### config.mk
export PLATFORM = sky130hd
export DESIGN_NAME = vdp_vga_timing
export DESIGN_NICKNAME = d
export VERILOG_FILES = /design/src/rtl/vdp_vga_timing.sv
export SDC_FILE = /design/constraint.sdc
export NUM_CORES = 1
export LEC_CHECK = 0
export CAP_MARGIN = 20
export CORE_UTILIZATION = 45
export CTS_CLUSTER_DIAMETER = 80
export DETAILED_ROUTE_END_ITERATION = 8
export HOLD_SLACK_MARGIN = 0.06
export PLACE_DENSITY = 0.84
export REMOVE_ABC_BUFFERS = 1
export SKIP_LAST_GASP = 1
export SLEW_MARGIN = 0
export SYNTH_ARGS = -nofsm -noshare
export SYNTH_HDL_FRONTEND = slang
export SYNTH_SLANG_ARGS = --single-unit
### constraint.sdc
create_clock -name clk -period 1.8 [get_ports clk]
set_clock_uncertainty 0.1 [all_clocks]
set_input_delay 0.18 -clock clk [delete_from_list [all_inputs] [get_ports clk]]
set_output_delay 0.18 -clock clk [all_outputs]
set_load 0.01 [all_outputs]
### src/rtl/vdp_vga_timing.sv
// 640x480@60 raster generator with SMS line numbering and frame/line interrupts.
// Optional build macro VDP_LINE_IRQ_EN adds the reloadable line counter and line interrupt.
module vdp_vga_timing #(
    parameter int H_VIS    = 640,
    parameter int H_FP     = 16,
    parameter int H_SYNC   = 96,
    parameter int H_BP     = 48,
    parameter int V_VIS    = 480,
    parameter int V_FP     = 10,
    parameter int V_SYNC   = 2,
    parameter int V_BP     = 33,
    parameter int ACT_ROW0 = 48
) (
    input  logic       clk,
    input  logic       rst_L,
    input  logic       frameIE,
    input  logic       lineIE,
    input  logic [7:0] lineReload,
    input  logic       status_rd,
    output logic [9:0] col,
    output logic [8:0] row,
    output logic [7:0] vcount,
    output logic       VGA_HS,
    output logic       VGA_VS,
    output logic       frameFlag,
    output logic       lineFlag,
    output logic       INT_L
);
    localparam int H_TOT = H_VIS + H_FP + H_SYNC + H_BP;
    localparam int V_TOT = V_VIS + V_FP + V_SYNC + V_BP;

    localparam logic [9:0] H_LAST   = 10'(H_TOT - 1);
    localparam logic [9:0] V_LAST   = 10'(V_TOT - 1);
    localparam logic [9:0] HS_START = 10'(H_VIS + H_FP);
    localparam logic [9:0] HS_END   = 10'(H_VIS + H_FP + H_SYNC - 1);
    localparam logic [9:0] VS_START = 10'(V_VIS + V_FP);
    localparam logic [9:0] VS_END   = 10'(V_VIS + V_FP + V_SYNC - 1);
    localparam logic [9:0] ACT      = 10'(ACT_ROW0);
    // SMS line 192 (frame interrupt line) is 384 doubled rows into the window.
    localparam logic [9:0] WIN_END  = 10'(ACT_ROW0 + 384);

    logic [9:0] hcnt;
    logic [9:0] vcnt;
    logic [9:0] hNext;
    logic [9:0] vNext;
    logic [9:0] rowOffset;
    logic [8:0] smsLine;
    logic       atCol0;
    logic       pairStart;
    logic       lineTick;
    logic       inWindow;
    logic       reloadRow;
    logic       frameSet;
    logic       lineTerm;

    always_comb begin
        hNext     = (hcnt == H_LAST) ? 10'd0 : hcnt + 10'd1;
        vNext     = vcnt;
        if (hcnt == H_LAST) begin
            vNext = (vcnt == V_LAST) ? 10'd0 : vcnt + 10'd1;
        end
        rowOffset = vcnt - ACT;
        atCol0    = (hcnt == 10'd0);
        pairStart = ~rowOffset[0];
        lineTick  = atCol0 && (vcnt >= ACT) && pairStart;
        inWindow  = (vcnt >= ACT) && (vcnt <= WIN_END);
        reloadRow = (vcnt < ACT) || (vcnt > WIN_END + 10'd1);
        frameSet  = atCol0 && (vcnt == WIN_END);
    end

    always_ff @(posedge clk or negedge rst_L) begin
        if (!rst_L) begin
            hcnt      <= 10'd0;
            vcnt      <= 10'd0;
            VGA_HS    <= 1'b1;
            VGA_VS    <= 1'b1;
            smsLine   <= 9'd0;
            frameFlag <= 1'b0;
            INT_L     <= 1'b1;
        end else begin
            hcnt      <= hNext;
            vcnt      <= vNext;
            VGA_HS    <= ~((hNext >= HS_START) && (hNext <= HS_END));
            VGA_VS    <= ~((vNext >= VS_START) && (vNext <= VS_END));
            // One SMS line per doubled row pair, both inside and outside the window.
            if (atCol0 && (vcnt == ACT)) begin
                smsLine <= 9'd0;
            end else if (atCol0 && pairStart) begin
                smsLine <= smsLine + 9'd1;
            end
            frameFlag <= frameSet | (frameFlag & ~status_rd);
            INT_L     <= ~((frameFlag & frameIE) | lineTerm);
        end
    end

`ifdef VDP_LINE_IRQ_EN
    logic [7:0] lc;
    logic       lineReg;

    always_ff @(posedge clk or negedge rst_L) begin
        if (!rst_L) begin
            lc      <= 8'hFF;
            lineReg <= 1'b0;
        end else begin
            if (lineTick && inWindow) begin
                lc <= (lc == 8'd0) ? lineReload : lc - 8'd1;
            end else if (atCol0 && reloadRow) begin
                lc <= lineReload;
            end
            lineReg <= (lineTick && inWindow && (lc == 8'd0)) | (lineReg & ~status_rd);
        end
    end

    assign lineTerm = lineReg & lineIE;
`else
    logic lineReg;
    logic unusedLine;

    assign lineReg    = 1'b0;
    assign lineTerm   = 1'b0;
    assign unusedLine = ^{lineIE, lineReload, lineTick, inWindow, reloadRow};
`endif

    logic unusedSms;
    assign unusedSms = smsLine[8];

    assign col      = hcnt;
    assign row      = vcnt[8:0];
    assign vcount   = smsLine[7:0];
    assign lineFlag = lineReg;

endmodule

* Word level (Yosys, flattened, before mapping)
Cells that the tools add are included.
Cells by class: add/sub/neg operators 4, $lt $le $gt $ge 4, eq/ne operators 4, mux-type cells 5, bitwise gates (word level) 8, reductions and logical operators 7
Operator list (number):
- two-way mux 10 bit | 3
- adder 10 x 1 -> 10 bit, second input constant | 2
- equality test 10 bit, second input constant | 2
- two-way mux 9 bit | 2
- equality test 10 x 6 -> 1 bit, second input constant | 1
- equality test 10 x 9 -> 1 bit, second input constant | 1
- >= comparator 10 bit, second input constant | 1
- >= comparator 10 x 9 -> 1 bit, second input constant | 1
- less-or-equal comparator 10 bit, second input constant | 1
- less-or-equal comparator 10 x 9 -> 1 bit, second input constant | 1
- zero test 10 bit | 1
- adder 9 x 1 -> 9 bit, second input constant | 1
- logical AND 1 bit | 5
- NOT 1 bit | 5
- bitwise AND 1 bit | 2
- nonzero test 2 bit | 1
- OR 1 bit | 1
- subtractor 1 bit, second input constant | 1
Storage, ports and cells: register bits 33, bits of input ports 13, logic and storage cells 39

* Logic depth before layout (Yosys ltp)
Gate-level depths: netlist (run 1).
depth after elaboration 6, depth in mapped cells 8

* Worst setup path after synthesis (run 1)
No wires, ideal clock.
path type register to register, start point register hcnt[0] (netlist: col[0]), end point register VGA_HS, data arrival time 1.850 ns, required time 1.640 ns, path slack -0.210 ns, cell stages (with the launch flop) 7, period minus slack after synthesis 2.010 ns, path through dfrtp_1 > ha_1 > nand4_1 > or3_4 > a211o_1 > a21oi_1 > or4_1
On the way: cells in the longest elaborated chain, start to end 5
Ends and longest elaborated chain:
- start: declaration | RTL line 42 | logic [9:0] hcnt;
- start signal: assignment | RTL line 81 | hcnt <= hNext;
- adder 10 x 1 -> 10 bit or equality test 10 bit (tied branches) | RTL line 57 | hNext = (hcnt == H_LAST) ? 10'd0 : hcnt + 10'd1;
- two-way mux 10 bit (*) | RTL line 57
- >= comparator 10 bit or less-or-equal comparator 10 bit (tied branches) | RTL line 83 | VGA_HS <= ~((hNext >= HS_START) && (hNext <= HS_END));
- logical AND 1 bit (*) | RTL line 83
- NOT 1 bit (*) | RTL line 83
- end signal: assignment | RTL line 83
- end: declaration | RTL line 23 | output logic VGA_HS,
Every way passes the cells marked *; elsewhere a longest branch is shown, timed or not. A chain may end at the register's enable or synchronous reset.

* Worst setup path after layout (run 1)
start point register hcnt[1] (netlist: col[1]), end point register VGA_VS
On the way: cells in the longest elaborated chain, start to end 5
Ends and longest elaborated chain:
- equality test 10 bit (*) | RTL line 59 | if (hcnt == H_LAST) begin
- two-way mux 10 bit (*) | RTL line 59
- >= comparator 10 x 9 -> 1 bit or less-or-equal comparator 10 x 9 -> 1 bit (tied branches) | RTL line 84 | VGA_VS <= ~((vNext >= VS_START) && (vNext <= VS_END));
- logical AND 1 bit (*) | RTL line 84
- NOT 1 bit (*) | RTL line 84
- end signal: assignment | RTL line 84
- end: declaration | RTL line 24 | output logic VGA_VS,
Marked as above.

==> impl_results.md, run 1 <==
- Max-slew violation count: 0
- Kind of end point of the critical path: flop
- Vias: 2,041
- Failing checks: negative setup slack
- Synthesized-area fraction occupied by xor and xnor cells: 7.16%
- Remaining global-route overflow: 0
- Commonest cells after routing, fill and taps aside: 43 x sky130_fd_sc_hd__buf_4, 34 x sky130_fd_sc_hd__clkdlybuf4s50_1, 26 x sky130_fd_sc_hd__dfrtp_1, 20 x sky130_fd_sc_hd__nand2_1
- Final Hold Violating Endpoints: 0
- Number of rows created at floorplan: 23
- Synthesis Warnings: 0
- Worst r2r path cells: 8
- Final GP Congestion: 0.882
- Fraction of synthesis flops using an asynchronous set or reset pin: 100%
- Share of final-layout standard cells stronger than drive strength 1: 33.0%
- Category of the critical setup timing path: flop to flop
- Pin count of the biggest net entering global routing: 33
- Avg Synthesized Cell Area: 8.98 µm²
- Share of the synthesized area in compound gates (AO/OA/AOI/OAI): 10.3%
- Number of nets at the end of the flow: 302
- Sinks on the clock net: 32
- Synth Area in Simple Gates: 27.3%
- Placed insts: 314
- Adder-Cell Fraction of Synth Area: 3.19%
- Startpoint types: flop
- Antenna diode instance count: 0
- Path category of the worst min-delay check: primary input to async pin
- Count of flip-flops with a built-in enable after synthesis: 0
- Post-CTS clock slew at the launch and capture registers of the worst setup and hold paths: 0.07 ns
- Required time at the worst-slack endpoint: 1.91 ns
- Overall die height: 68.0 µm
- Final Instance Area: 2890 µm²
- Drt wl/cell: 19.0 µm
- DP Wirelength: 3.44 mm
- Period Utilization, post-route: 113%
- Layout overhead on the synthesized area: 47.7%
- Mux contribution to synthesized area: 1.53%
- Post-synthesis instance area: 1960 µm²
- Highest ir drop seen on vdd: 0.342 mV
- CTS tree: done
- Number of global-route vias before repair: 1,943
- Global-route wire length before repair: 8.96 mm
- Count of port buffers added during placement: 34
- Highest attainable clock frequency: 493 MHz
- DR vias/cell: 6.09
- Worst-path fanout max: 13
- Critical register-to-register path startpoint: col[1]
- Pwr per Cell Area: 497 nW/µm²
- End of the worst register-to-register path: VGA_VS
- Die area: 4620 µm²
- Leakage: 1.25 nW
- Dominant combinational cell family by area after synthesis: simple AND/OR/NAND/NOR gates
- Initial standard-cell utilization of the core: 47.9%
- RSZ-0062 raised after global routing: yes
- Most common cell after layout, fill and taps aside: sky130_fd_sc_hd__buf_4
- CORE AREA: 4090 µm²
- Root buffer cell: sky130_fd_sc_hd__clkbuf_8
- Minimum hold slack: 0.202 ns
- Clock insertion delay at the later pin of the skew report: 0.29 ns
- Number of violations of the max-capacitance limit: 0
- First DRT Iteration DRCs: 244
- Fin cells: 335
- Setup TNS: -2.14 ns
- Post-synthesis register bit count: 32
- Count of distinct cell types in the synthesized netlist: 45
- IO Count: 45
- Clock Tree Buf Depth: 2
- TritonCTS Buffers: 5
- GRT Overall Usage: 26.5%
- Number of buffers inserted by hold repair at cts: 0
- Register-to-register setup slack: -0.23 ns
- Drc violations: 0
- Residual antenna-violating net count after detailed routing: 0
- Run status: finished, violations left
- Die X: 68.0 µm
- Gate count of the mapped netlist: 218
- Routed wire length: 6.36 mm
- Seq/Total Area, Yosys: 41.1%
- Minimum setup slack after placement: -0.232 ns
- Worst path arrival time: 2.13 ns
- TritonRoute pass-1 iters: 4
- Placed Instance Area: 2480 µm²
- H-tree levels: 2
- Worst Slack Setup Final: -0.227 ns
- Final setup viols: 22
- Final worst path period need: 2.03 ns
- Leading register cell type out of synthesis: sky130_fd_sc_hd__dfrtp_1
- Number of antenna violations at the first check in global routing: 0
==> layout make-up <==
class	instances	area (µm²)
Clock buffer	6	72.6
Clock inverter	2	35.0
Inverter	10	37.5
Tap cell	50	62.6
Sequential cell	32	808
Fill cell	266	1190
Timing Repair Buffer	82	719
Multi-Input combinational cell	153	1160
==> sequential cells by signal (all words and copies together), names as in the netlist <==
name       cells
VGA_VS         1
col           10
frameFlag      1
VGA_HS         1
vcnt          10
INT_L          1
smsLine        8
==> Yosys cell counts, types with 4 or more instances <==
cell,n,share of area (%)
sky130_fd_sc_hd__and3_1,4,1.3
sky130_fd_sc_hd__dfrtp_1,29,37
sky130_fd_sc_hd__a21oi_1,7,1.8
sky130_fd_sc_hd__nand2_1,20,3.8
sky130_fd_sc_hd__clkbuf_1,6,1.2
sky130_fd_sc_hd__inv_1,10,1.9
sky130_fd_sc_hd__nor2_1,13,2.5
sky130_fd_sc_hd__and4_1,5,2.2
sky130_fd_sc_hd__ha_1,5,3.2
sky130_fd_sc_hd__nor4_1,6,1.9
sky130_fd_sc_hd__o21ai_0,9,2.3
sky130_fd_sc_hd__nor3_1,8,2.0
sky130_fd_sc_hd__xor2_1,9,4.0
sky130_fd_sc_hd__nand4_1,5,1.6
sky130_fd_sc_hd__buf_4,12,4.6
sky130_fd_sc_hd__xnor2_1,7,3.1
sky130_fd_sc_hd__nand3_1,13,3.3
sky130_fd_sc_hd__buf_2,4,1.0
sky130_fd_sc_hd__o21ai_1,4,1.0
==> how the worst max path moves through the flow <==
stage	startpoint	slack (ns)	cells after the start	endpoint
after floorplan	col[0]	-0.37	6	VGA_HS
after global placement	col[1]	-0.12	7	VGA_VS
after detailed placement	vcnt[0]	-0.23	8	vcnt[3]
after CTS	col[0]	-0.12	8	VGA_VS
after global routing	col[5]	-0.28	6	smsLine[6]
final	col[1]	-0.23	8	VGA_VS
==> stage by stage <==
step,utilization (%),total power [mW]
after floorplan,-,0.734
after global placement,60.7,0.756
after detailed placement,60.7,0.756
after CTS,67.8,1.43
after global routing,70.8,1.47
final,70.8,1.44
==> report_power, final <==
part                 switching [mW]  internal (mW)  total (mW)
Sequential     0.000000000000000102          0.719       0.719
Combinational                0.0157        0.00709      0.0228
Clock                         0.285          0.411       0.695
==> worst max-delay path, cell delays in order, from the launching register on <==
cell and delay (ns):
sky130_fd_sc_hd__dfrtp_1 0.37, sky130_fd_sc_hd__ha_2 0.20, sky130_fd_sc_hd__nand4_1 0.20, sky130_fd_sc_hd__buf_4 0.22
sky130_fd_sc_hd__nor3_4 0.20, sky130_fd_sc_hd__buf_6 0.18, sky130_fd_sc_hd__o21ai_0 0.16, sky130_fd_sc_hd__o21ai_0 0.17
sky130_fd_sc_hd__nand4b_1 0.14
==> per-layer routing <==
metal	GRT usage [%]	part of all wire, %	vias up
met5	0	0	-
met4	13.0	3.2	0
met3	6.50	8.0	25
met2	46.0	51	129
met1	29.9	38	994
li1	-	-	893
==> what timing repair did <==
| action | CTS | global route |
|---|---|---|
| pin swaps | 12 | 11 |
| setup buffers | 9 | 5 |
| resized for setup | 29 | 21 |
| endpoints found under the setup margin | 15 | 26 |
==> cell families (layout without fill, tap and decap cells) <==
logic type | Yosys count | count (layout)
AND/OR/NAND/NOR | 94 | 94
AO/OA/AOI/OAI | 34 | 34
buffers and inverters | 33 | 100
flip-flops | 32 | 32
XOR/XNOR | 16 | 16
adder cells (fa/ha/maj) | 5 | 5
multiplexers | 3 | 3
other | 1 | 1
No activity file was read; power rests on OpenSTA's default activity.
==> run 2, diff against run 1 <==
Settings changed: CORE_UTILIZATION 45 to 55, DONT_BUFFER_PORTS from default to 1, PLACE_DENSITY 0.84 to 0.81.
==> impl_results.md, run 2 (synthesis gave the netlist of run 1 again) <==
- Run status: finished, violations left (unchanged)
- Failing checks: negative setup slack (unchanged)
- Clock insertion delay at the later pin of the skew report: 0.34 ns (was 0.29 ns)
- Final Instance Area: 2520 µm² (was 2890 µm²)
- Power consumption: 1.30 mW (was 1.44 mW)
- CTS tree: done (unchanged)
- Core occupancy in the finished layout: 75.0% (was 70.8%)
- Pwr per Cell Area: 514 nW/µm² (was 497 nW/µm²)
- Register-to-register setup slack: -0.16 ns (was -0.23 ns)
- First DRT Iteration DRCs: 172 (was 244)
- RSZ-0062 raised after global routing: yes (unchanged)
- Count of port buffers added during placement: 0 (was 34)
- Pin count of the biggest net entering global routing: 33 (unchanged)
- Minimum setup slack after placement: -0.185 ns (was -0.232 ns)
- Vias: 1,808 (was 2,041)
- GRT Overall Usage: 27.4% (was 26.5%)
- Fin cells: 298 (was 335)
- Kind of end point of the critical path: flop (unchanged)
- TritonCTS Buffers: 5 (unchanged)
- Clock share of power: 42.6% (was 48.4%)
- Die X: 61.7 µm (was 68.0 µm)
- Worst path arrival time: 2.08 ns (was 2.13 ns)
- Placed insts: 278 (was 314)
- Highest ir drop seen on vdd: 0.426 mV (was 0.342 mV)
- Residual antenna-violating net count after detailed routing: 0 (unchanged)
- Required time at the worst-slack endpoint: 1.92 ns (was 1.91 ns)
- Int Power: 1.02 mW (was 1.14 mW)
- TritonRoute pass-1 iters: 4 (unchanged)
- Setup TNS: -1.87 ns (was -2.14 ns)
- Commonest cells after routing, fill and taps aside: 37 x sky130_fd_sc_hd__buf_4, 29 x sky130_fd_sc_hd__dfrtp_1, 19 x sky130_fd_sc_hd__nand2_1, 12 x sky130_fd_sc_hd__nand3_1, 12 x sky130_fd_sc_hd__nor2_1 (was 43 x sky130_fd_sc_hd__buf_4, 34 x sky130_fd_sc_hd__clkdlybuf4s50_1, 26 x sky130_fd_sc_hd__dfrtp_1, 20 x sky130_fd_sc_hd__nand2_1)
- Number of rows created at floorplan: 21 (was 23)
- Number of violations of the max-capacitance limit: 0 (unchanged)
- DP Wirelength: 3.19 mm (was 3.44 mm)
- Max-slew violation count: 0 (unchanged)
- H-tree levels: 2 (unchanged)
- Number of antenna violations at the first check in global routing: 0 (unchanged)
- Overall die height: 61.7 µm (was 68.0 µm)
- Category of the critical setup timing path: flop to flop (unchanged)
- Leakage: 1.09 nW (was 1.25 nW)
- Period Utilization, post-route: 109% (was 113%)
- Placed Instance Area: 2150 µm² (was 2480 µm²)
- Net switching fraction of the power: 21.3% (was 20.9%)
- CORE AREA: 3360 µm² (was 4090 µm²)
- Number of nets at the end of the flow: 269 (was 302)
- Max stage delay cell, worst path: sky130_fd_sc_hd__or4b_4 (was sky130_fd_sc_hd__dfrtp_1)
- Worst Slack Setup Final: -0.162 ns (was -0.227 ns)
- Layout overhead on the synthesized area: 28.8% (was 47.7%)
- Most common cell after layout, fill and taps aside: sky130_fd_sc_hd__buf_4 (unchanged)
- Post-CTS clock slew at the launch and capture registers of the worst setup and hold paths: 0.11 ns (was 0.07 ns)
- Proportion of power drawn by flip-flops and latches: 55.5% (was 50.0%)
- Switching Power: 276 µW (was 300 µW)
- Final setup viols: 16 (was 22)
- Combinational power share: 1.9% (was 1.6%)
- Highest attainable clock frequency: 510 MHz (was 493 MHz)
- Path category of the worst min-delay check: primary input to async pin (unchanged)
- Die area: 3800 µm² (was 4620 µm²)
- DR vias/cell: 6.07 (was 6.09)
- Root buffer cell: sky130_fd_sc_hd__clkbuf_4 (was sky130_fd_sc_hd__clkbuf_8)
- Clock Tree Buf Depth: 2 (unchanged)
- Number of global-route vias before repair: 1,654 (was 1,943)
- Routed wire length: 5.36 mm (was 6.36 mm)
- Final worst path period need: 1.96 ns (was 2.03 ns)
- Global-route wire length before repair: 7.54 mm (was 8.96 mm)
- Critical register-to-register path startpoint: vcnt[1] (was col[1])
- IO Count: 45 (unchanged)
- Remaining global-route overflow: 0 (unchanged)
- Final GP Congestion: 0.884 (was 0.882)
- Startpoint types: flop (unchanged)
- Drt wl/cell: 18.0 µm (was 19.0 µm)
- Antenna diode instance count: 0 (unchanged)
- Fill cell instance count of the final layout: 262 (was 266)
- Slowest cell delay on critical path: 0.49 ns (was 0.37 ns)
- Sinks on the clock net: 32 (unchanged)
- Share of final-layout standard cells stronger than drive strength 1: 34.5% (was 33.0%)
- End of the worst register-to-register path: vcnt[3] (was VGA_VS)
- Initial standard-cell utilization of the core: 58.2% (was 47.9%)
- Drc violations: 0 (unchanged)
- Worst r2r path cells: 8 (unchanged)
- Final Hold Violating Endpoints: 0 (unchanged)
- Minimum hold slack: 0.197 ns (was 0.202 ns)
- Worst-path fanout max: 4 (was 13)
- Cell Chain, Critical Path: inv_2 > ha_4 > or4b_4 > nor3_4 > buf_6 > nor2b_1 > o21ai_1 > o31ai_1 (was ha_2 > nand4_1 > buf_4 > nor3_4 > buf_6 > o21ai_0 > o21ai_0 > nand4b_1)
==> run 2: cell types whose count changed in the layout (fill, tap and decap cells not counted), moves of 5 or more <==
cell                              previous run  this run
sky130_fd_sc_hd__buf_4                      43        37
sky130_fd_sc_hd__clkbuf_4                    0         5
sky130_fd_sc_hd__clkdlybuf4s50_1            34         0
sky130_fd_sc_hd__clkbuf_8                    5         0
==> run 2: per-layer routing <==
| layer | vias up | global-route usage (%) | wire length, µm |
|---|---|---|---|
| met5 | - | 0 | 0 |
| met4 | 0 | 8.89 | 140 |
| met3 | 16 | 7.14 | 398 |
| met2 | 97 | 46.7 | 2720 |
| met1 | 863 | 33.6 | 2100 |
| li1 | 832 | - | - |
==> run 2: worst max path at each step <==
| stage | start | cells after the start | end | slack (ns) |
|---|---|---|---|---|
| after floorplan | col[0] | 6 | VGA_HS | -0.37 |
| after global placement | col[0] | 7 | VGA_HS | -0.12 |
| after detailed placement | col[0] | 6 | VGA_HS | -0.18 |
| after CTS | col[6] | 5 | VGA_HS | -0.10 |
| after global routing | vcnt[0] | 7 | VGA_VS | -0.27 |
| final | vcnt[1] | 8 | vcnt[3] | -0.16 |
==> run 2: worst max-delay path: cells and delay by family (launching register included) <==
kind                     cells  cell delay, ns
AO/OA/AOI/OAI                2            0.27
flip-flops                   1            0.41
buffers and inverters        2            0.23
adder cells (fa/ha/maj)      1            0.15
AND/OR/NAND/NOR              3            0.69
==> run 2: what timing repair did <==
action | 4_1_cts | 5_1_grt
gates resized for setup | 29 | 20
endpoints found under the hold margin | 34 | 0
gates cloned | 0 | 0
hold buffers | 4 | 0
pin swaps | 15 | 9
setup endpoints to repair | 17 | 18
setup buffers | 3 | 6
==> run 2: power by group through the flow <==
stage          combinational (mW)  clock (mW)  sequential [mW]
2_1_floorplan            0.000900           0            0.733
3_3_place_gp             0.000900           0            0.733
3_5_place_dp             0.000900           0            0.733
4_1_cts                    0.0263       0.557            0.719
5_1_grt                    0.0289       0.587            0.719
6_report                   0.0250       0.551            0.719
==> run 2: layout make-up <==
class,count,area (µm²),share of cell area [%]
timing repair buffer,49,418,16.6
tap,46,57.6,2.28
sequential,32,805,31.9
clock buffer,6,41.3,1.64
clock inverter,2,35.0,1.39
multi-input combinational,153,1120,44.6
inverter,10,40.0,1.59
